### config.mk
export PLATFORM = sky130hd
export DESIGN_NAME = ssd_frame_tx
export DESIGN_NICKNAME = d
export VERILOG_FILES = /design/src/rtl/ssd_pkg.sv /design/src/rtl/ssd_stuff_ctr.sv /design/src/rtl/ssd_frame_tx.sv
export SDC_FILE = /design/constraint.sdc
export NUM_CORES = 1
export LEC_CHECK = 0
export ABC_AREA = 1
export CORE_ASPECT_RATIO = 0.75
export CORE_MARGIN = 4
export CORE_UTILIZATION = 55
export CTS_BUF_LIST = sky130_fd_sc_hd__clkbuf_4
export DETAILED_ROUTE_END_ITERATION = 6
export PLACE_DENSITY = 0.78
export SYNTH_ARGS = -nofsm -noshare
export SYNTH_HDL_FRONTEND = slang
export SYNTH_HIERARCHICAL = 1
export SYNTH_SLANG_ARGS = --single-unit
### constraint.sdc
create_clock -name clk -period 4.15 [get_ports clk]
set_clock_uncertainty 0.05 [all_clocks]
set_input_delay 0.83 -clock clk [delete_from_list [all_inputs] [get_ports clk]]
set_output_delay 0.83 -clock clk [all_outputs]
set_load 0.02 [all_outputs]
### src/rtl/ssd_pkg.sv
// Shared types and defaults for the SSD serial link (frame transmitter and future destuffer).
// The PAR state exists only when SSD_TX_PARITY_EN is defined.
package ssd_pkg;

  localparam int SSD_DATA_W  = 8;
  localparam int SSD_PRE_LEN = 5;

  // Counter width helper that never returns zero, so 1-value counters still get a bit.
  function automatic int ssd_cnt_w(input int n);
    return (n < 2) ? 1 : $clog2(n);
  endfunction

  localparam int SSD_RUN_W     = ssd_cnt_w(SSD_PRE_LEN);
  localparam int SSD_PRE_CNT_W = ssd_cnt_w(SSD_PRE_LEN + 1);
  localparam int SSD_BIT_CNT_W = ssd_cnt_w(SSD_DATA_W + 1);

  typedef enum logic [2:0] {
    IDLE,
    PRE,
    DELIM,
    DATA,
    STUFF
`ifdef SSD_TX_PARITY_EN
    , PAR
`endif
  } ssd_state_e;

endpackage

### src/rtl/ssd_stuff_ctr.sv
// Consecutive-ones run counter with stuff request; shared by the transmitter and the
// receiver-side destuffer. The count includes the bit presented on the same clock edge.
module ssd_stuff_ctr
  import ssd_pkg::*;
#(
  parameter int PRE_LEN = SSD_PRE_LEN
) (
  input  logic clk,
  input  logic rst,
  input  logic clr,
  input  logic en,
  input  logic bit_in,
  output logic stuff_req,
  output logic near_full
);

  localparam int RUN_W = ssd_cnt_w(PRE_LEN);
  localparam logic [RUN_W-1:0] RUN_FULL = RUN_W'(PRE_LEN - 1);
  localparam logic [RUN_W-1:0] RUN_NEAR = RUN_W'(PRE_LEN - 2);

  logic [RUN_W-1:0] run_reg;
  logic [RUN_W-1:0] run_next;

  always_comb begin
    run_next = run_reg;
    if (clr) begin
      run_next = '0;
    end else if (en) begin
      run_next = bit_in ? run_reg + 1'b1 : '0;
    end
  end

  always_ff @(posedge clk or negedge rst) begin
    if (!rst) begin
      run_reg <= '0;
    end else begin
      run_reg <= run_next;
    end
  end

  // stuff_req: the bit now on the line completed a run; near_full: a further 1 would.
  assign stuff_req = (run_reg == RUN_FULL);
  assign near_full = (run_reg == RUN_NEAR);

endmodule

### src/rtl/ssd_frame_tx.sv
// SSD frame transmitter: preamble of ones, 0 delimiter, bit-stuffed MSB-first payload.
// Define SSD_TX_PARITY_EN to append a stuffed even-parity bit after the payload.
module ssd_frame_tx
  import ssd_pkg::*;
#(
  parameter int DATA_W  = SSD_DATA_W,
  parameter int PRE_LEN = SSD_PRE_LEN
) (
  input  logic              clk,
  input  logic              rst,
  input  logic              in_valid,
  input  logic [DATA_W-1:0] in_data,
  output logic              in_ready,
  output logic              serout,
  output logic              detect,
  output logic              busy,
  output logic              frame_done
);

  localparam int PRE_CNT_W = ssd_cnt_w(PRE_LEN + 1);
  localparam int BIT_CNT_W = ssd_cnt_w(DATA_W + 1);
  localparam logic [PRE_CNT_W-1:0] PRE_LAST = PRE_CNT_W'(PRE_LEN);
  localparam logic [BIT_CNT_W-1:0] BIT_END  = BIT_CNT_W'(DATA_W);
`ifndef SSD_TX_PARITY_EN
  localparam logic [BIT_CNT_W-1:0] BIT_LAST = BIT_CNT_W'(DATA_W - 1);
`endif

  ssd_state_e             state_reg, state_next;
  logic [PRE_CNT_W-1:0]   pre_cnt_reg, pre_cnt_next;
  logic [BIT_CNT_W-1:0]   bit_cnt_reg, bit_cnt_next;
  logic [DATA_W-1:0]      shift_reg, shift_next;
  logic                   serout_reg, serout_next;
  logic                   frame_done_reg, frame_done_next;
  logic                   busy_reg;
  logic                   in_ready_reg;
`ifdef SSD_TX_PARITY_EN
  logic                   parity_reg, parity_next;
  logic                   emit_par;
`endif

  logic emit_data;
  logic emit_stuff;
  logic run_clr;
  logic run_en;
  logic run_bit;
  logic stuff_req;
  logic near_full;

  ssd_stuff_ctr #(
    .PRE_LEN (PRE_LEN)
  ) u_stuff_ctr (
    .clk       (clk),
    .rst       (rst),
    .clr       (run_clr),
    .en        (run_en),
    .bit_in    (run_bit),
    .stuff_req (stuff_req),
    .near_full (near_full)
  );

  // Outputs are registered, so every decision here selects the bit for the next cycle.
  always_comb begin
    state_next      = state_reg;
    pre_cnt_next    = pre_cnt_reg;
    bit_cnt_next    = bit_cnt_reg;
    shift_next      = shift_reg;
    serout_next     = 1'b0;
    frame_done_next = 1'b0;
    run_clr         = 1'b0;
    run_en          = 1'b0;
    run_bit         = 1'b0;
    emit_data       = 1'b0;
    emit_stuff      = 1'b0;
`ifdef SSD_TX_PARITY_EN
    parity_next     = parity_reg;
    emit_par        = 1'b0;
`endif

    case (state_reg)
      IDLE: begin
        if (in_valid) begin
          state_next   = PRE;
          serout_next  = 1'b1;
          pre_cnt_next = PRE_CNT_W'(1);
          bit_cnt_next = '0;
          shift_next   = in_data;
          run_clr      = 1'b1;
`ifdef SSD_TX_PARITY_EN
          parity_next  = ^in_data;
`endif
        end
      end
      PRE: begin
        if (pre_cnt_reg == PRE_LAST) begin
          state_next = DELIM;
          run_clr    = 1'b1;
        end else begin
          serout_next  = 1'b1;
          pre_cnt_next = pre_cnt_reg + 1'b1;
        end
      end
      DELIM: emit_data = 1'b1;
      DATA: begin
        if (frame_done_reg) begin
          state_next = IDLE;
        end else if (stuff_req) begin
          emit_stuff = 1'b1;
`ifdef SSD_TX_PARITY_EN
        end else if (bit_cnt_reg == BIT_END) begin
          emit_par = 1'b1;
`endif
        end else begin
          emit_data = 1'b1;
        end
      end
      STUFF: begin
        if (frame_done_reg) begin
          state_next = IDLE;
`ifdef SSD_TX_PARITY_EN
        end else if (bit_cnt_reg == BIT_END) begin
          emit_par = 1'b1;
`endif
        end else begin
          emit_data = 1'b1;
        end
      end
`ifdef SSD_TX_PARITY_EN
      PAR: begin
        if (frame_done_reg) begin
          state_next = IDLE;
        end else begin
          emit_stuff = 1'b1;
        end
      end
`endif
      default: state_next = IDLE;
    endcase

    if (emit_data) begin
      state_next   = DATA;
      serout_next  = shift_reg[DATA_W-1];
      shift_next   = shift_reg << 1;
      bit_cnt_next = bit_cnt_reg + 1'b1;
      run_en       = 1'b1;
      run_bit      = shift_reg[DATA_W-1];
`ifndef SSD_TX_PARITY_EN
      // Final payload bit ends the frame unless it completes a run and needs a stuff bit.
      frame_done_next = (bit_cnt_reg == BIT_LAST) && !(shift_reg[DATA_W-1] && near_full);
`endif
    end

    if (emit_stuff) begin
      state_next = STUFF;
      run_clr    = 1'b1;
`ifdef SSD_TX_PARITY_EN
      frame_done_next = (state_reg == PAR);
`else
      frame_done_next = (bit_cnt_reg == BIT_END);
`endif
    end

`ifdef SSD_TX_PARITY_EN
    if (emit_par) begin
      state_next      = PAR;
      serout_next     = parity_reg;
      run_en          = 1'b1;
      run_bit         = parity_reg;
      frame_done_next = !(parity_reg && near_full);
    end
`endif
  end

  always_ff @(posedge clk or negedge rst) begin
    if (!rst) begin
      state_reg      <= IDLE;
      pre_cnt_reg    <= '0;
      bit_cnt_reg    <= '0;
      shift_reg      <= '0;
      serout_reg     <= 1'b0;
      frame_done_reg <= 1'b0;
      busy_reg       <= 1'b0;
      in_ready_reg   <= 1'b1;
`ifdef SSD_TX_PARITY_EN
      parity_reg     <= 1'b0;
`endif
    end else begin
      state_reg      <= state_next;
      pre_cnt_reg    <= pre_cnt_next;
      bit_cnt_reg    <= bit_cnt_next;
      shift_reg      <= shift_next;
      serout_reg     <= serout_next;
      frame_done_reg <= frame_done_next;
      busy_reg       <= (state_next != IDLE);
      in_ready_reg   <= (state_next == IDLE);
`ifdef SSD_TX_PARITY_EN
      parity_reg     <= parity_next;
`endif
    end
  end

  assign serout     = serout_reg;
  assign detect     = busy_reg;
  assign busy       = busy_reg;
  assign frame_done = frame_done_reg;
  assign in_ready   = in_ready_reg;

endmodule
==> results.sh <==
export IMPL_synth_area_sq_um=1460
export IMPL_fillers=207
export IMPL_numPortBuffers=15
export IMPL_crit_buf_inv=1
export IMPL_maxSlewViolCount=0
export IMPL_cts_buffers=3
export IMPL_cap_violations=0
export IMPL_timing_rr_end="u_stuff_ctr/run_reg[0]$_DFFE_PN0P_"
export IMPL_grt_pass1_wl_mm=4.98
export IMPL_max_freq_mhz=428
export IMPL_min_path_type="reg2reg"
export IMPL_grt_max_degree=26
export IMPL_cts_tree="done"
export IMPL_cp_start_kind="register"
export IMPL_ant_nets=0
export IMPL_finalHoldViolCount=0
export IMPL_ys_seq_area_share_pct=42.9
export IMPL_num_rows=15
export IMPL_r2r_slack_ns=1.85
export IMPL_drt_pass1_iterations=4
export IMPL_overflow=0
export IMPL_worstPathCellList="clkdlybuf4s50_1"
export IMPL_routed_via_density=5.39
export IMPL_synth_top_area_cell="dfrtp_1"
export IMPL_die_area_sq_um=3550
export IMPL_grtUsageTotal_pct=18.7
export IMPL_ios=16
export IMPL_antenna_found_initial=0
export IMPL_synth_area_leaders="dfrtp_1 41%, nand2_1 13%, nand3_1 7.5%, nand4_1 6.4%, ha_1 6.0%"
export IMPL_post_route_min_period_ns=2.34
export IMPL_area_growth_pct=11.9
export IMPL_critPathSlowestCell="clkdlybuf4s50_1"
export IMPL_critPathTopFamily="buffers and inverters"
export IMPL_core_area_sq_um=2420
export IMPL_cp_data_required_time_ns=3.27
export IMPL_largest_reg_flops=8
export IMPL_yosys_cell_types_count=28
export IMPL_clock_path_buffers=2
export IMPL_h_tree_depth=1
export IMPL_final_setup_viol_count=0
export IMPL_final_cell_mix="50 x nand2_1, 24 x dfrtp_1, 22 x nand3_1"
export IMPL_post_cts_buffers=0
export IMPL_cp_arrival_ns=1.46
export IMPL_ctsResizeCount=0
export IMPL_status="finished clean"
export IMPL_rsz0062_at_grt="false"
export IMPL_slew_headroom_pct=26.0
export IMPL_synth_seq_cells=25
export IMPL_gp_congestion=0.820
export IMPL_timing_rr_start="state_reg[2]$_DFF_PN0_"
export IMPL_drt_first_iter_violations=153
export IMPL_ir_drop_uv=365
export IMPL_layout_worst_path_cycle_share_pct=56.3
export IMPL_rr_worst_depth=6
export IMPL_worst_pin_slew_ns=1.11
export IMPL_min_to="u_stuff_ctr/run_reg[1]$_DFFE_PN0P_"
export IMPL_critPathKind="reg2out"
export IMPL_wl_per_cell_um=12.6
export IMPL_yosys_warnings=6
export IMPL_clk_latency_ns=0.32
export IMPL_cts_root_buffer="clkbuf_4"
export IMPL_grt_pass1_vias=1138
export IMPL_drcViolationCount=0
export IMPL_syn_avg_cell_area_sq_um=7.98
export IMPL_timing_hold_ws_ns=0.478
export IMPL_whs_path_depth=2
export IMPL_syn_inst=183
export IMPL_nets=214
export IMPL_crit_cells=1
export IMPL_die_h_um=52.6
export IMPL_synth_top_area_share_pct=41.1
export IMPL_path_clk_slew_ns=0.14
export IMPL_power_leakage_nw=0.804
export IMPL_cp_max_fo=1
export IMPL_max_stage_delay_ns=0.59
export IMPL_cts_sinks=25
export IMPL_worstHoldStart="u_stuff_ctr/run_reg[1]$_DFFE_PN0P_"
export IMPL_start_util_pct=60.3
export IMPL_cellPowerDensity_nw_per_um2=706
export IMPL_end_kind="output pin"
export IMPL_layout_commonest_cell="nand2_1"
export IMPL_cts_hold_fix_buffers=0
export IMPL_hpwl_mm=2.06
export IMPL_die_w_um=67.5
export IMPL_synth_nets=201
export IMPL_routed_wl_mm=2.89
export IMPL_via_count=1235
export IMPL_setup_tns_final_ns=0
export IMPL_drive_above_1_share_pct=10.3
export IMPL_n_antenna_cell=0
## area by class of cell
cell class                      count  area [sq um]  share of cell area (%)
Inverter                           25          93.8                    5.74
Timing Repair Buffer               15           150                    9.19
Clock buffer                        4          30.0                    1.84
Sequential cell                    25           627                    38.4
Tap cell                           34          42.5                    2.60
Multi-Input combinational cell    126           691                    42.3
## per-layer routing
layer | global-route usage [%] | share of wire, % | wire length, um
met1 | 25.5 | 49 | 1430
met2 | 29.1 | 45 | 1300
met3 | 4.94 | 4.9 | 143
met4 | 5.05 | 0.62 | 18
met5 | 0 | 0 | 0
## worst max path at each step
| stage | startpoint | end | slack, ns |
|---|---|---|---|
| floorplan | in_valid | u_stuff_ctr/run_reg[0]$_DFFE_PN0P_ | 2.31 |
| global placement | in_valid | u_stuff_ctr/run_reg[0]$_DFFE_PN0P_ | 1.63 |
| detailed placement | in_valid | u_stuff_ctr/run_reg[0]$_DFFE_PN0P_ | 1.58 |
| CTS | in_ready$_DFF_PN1_ | in_ready | 1.80 |
| global route | state_reg[2]$_DFF_PN0_ | u_stuff_ctr/run_reg[1]$_DFFE_PN0P_ | 1.69 |
| finish | in_ready$_DFF_PN1_ | in_ready | 1.81 |
## kinds of logic (layout without fill, tap and decap cells)
logic type | after synthesis | count (layout) | synth area share (%)
AOI/OAI and AO/OA | 7 | 7 | 2.83
xor gates and xnor gates | 2 | 2 | 1.20
adders and majority gates | 7 | 7 | 6.00
buffers and inverters | 32 | 44 | 9.77
DFF | 25 | 25 | 42.9
muxes | 1 | 1 | 0.771
and+or+nand+nor | 109 | 109 | 36.5
## metrics by stage
step | utilization, % | power [W] | std cells | cell area, sq um | setup slack, ns
after floorplan | - | 0.000914 | 183 | 1460 | 2.31
after global placement | 66.3 | 0.00101 | 225 | 1600 | 1.63
after detailed placement | 66.3 | 0.00104 | 225 | 1600 | 1.58
after CTS | 67.5 | 0.00116 | 229 | 1630 | 1.80
after global routing | 67.5 | 0.00127 | 229 | 1630 | 1.69
final | 67.5 | 0.00115 | 229 | 1630 | 1.81
## report_power, final
| part | switching [W] | internal, W |
|---|---|---|
| registers | 0.0000770 | 0.000346 |
| clock network | 0.0000734 | 0.0000441 |
| logic | 0.000387 | 0.000227 |
## Yosys cell counts, drive strengths merged
cell type,instances
a211oi,1
a21oi,1
buf,7
dfrtp,24
dfstp,1
ha,7
inv,25
mux2,1
nand2,51
nand3,23
nand3b,1
nand4,15
nor2,17
nor3,1
o211ai,1
o21ai,3
o22ai,1
or2,1
xnor2,1
xor2,1
(Power assumes the default switching activity.)
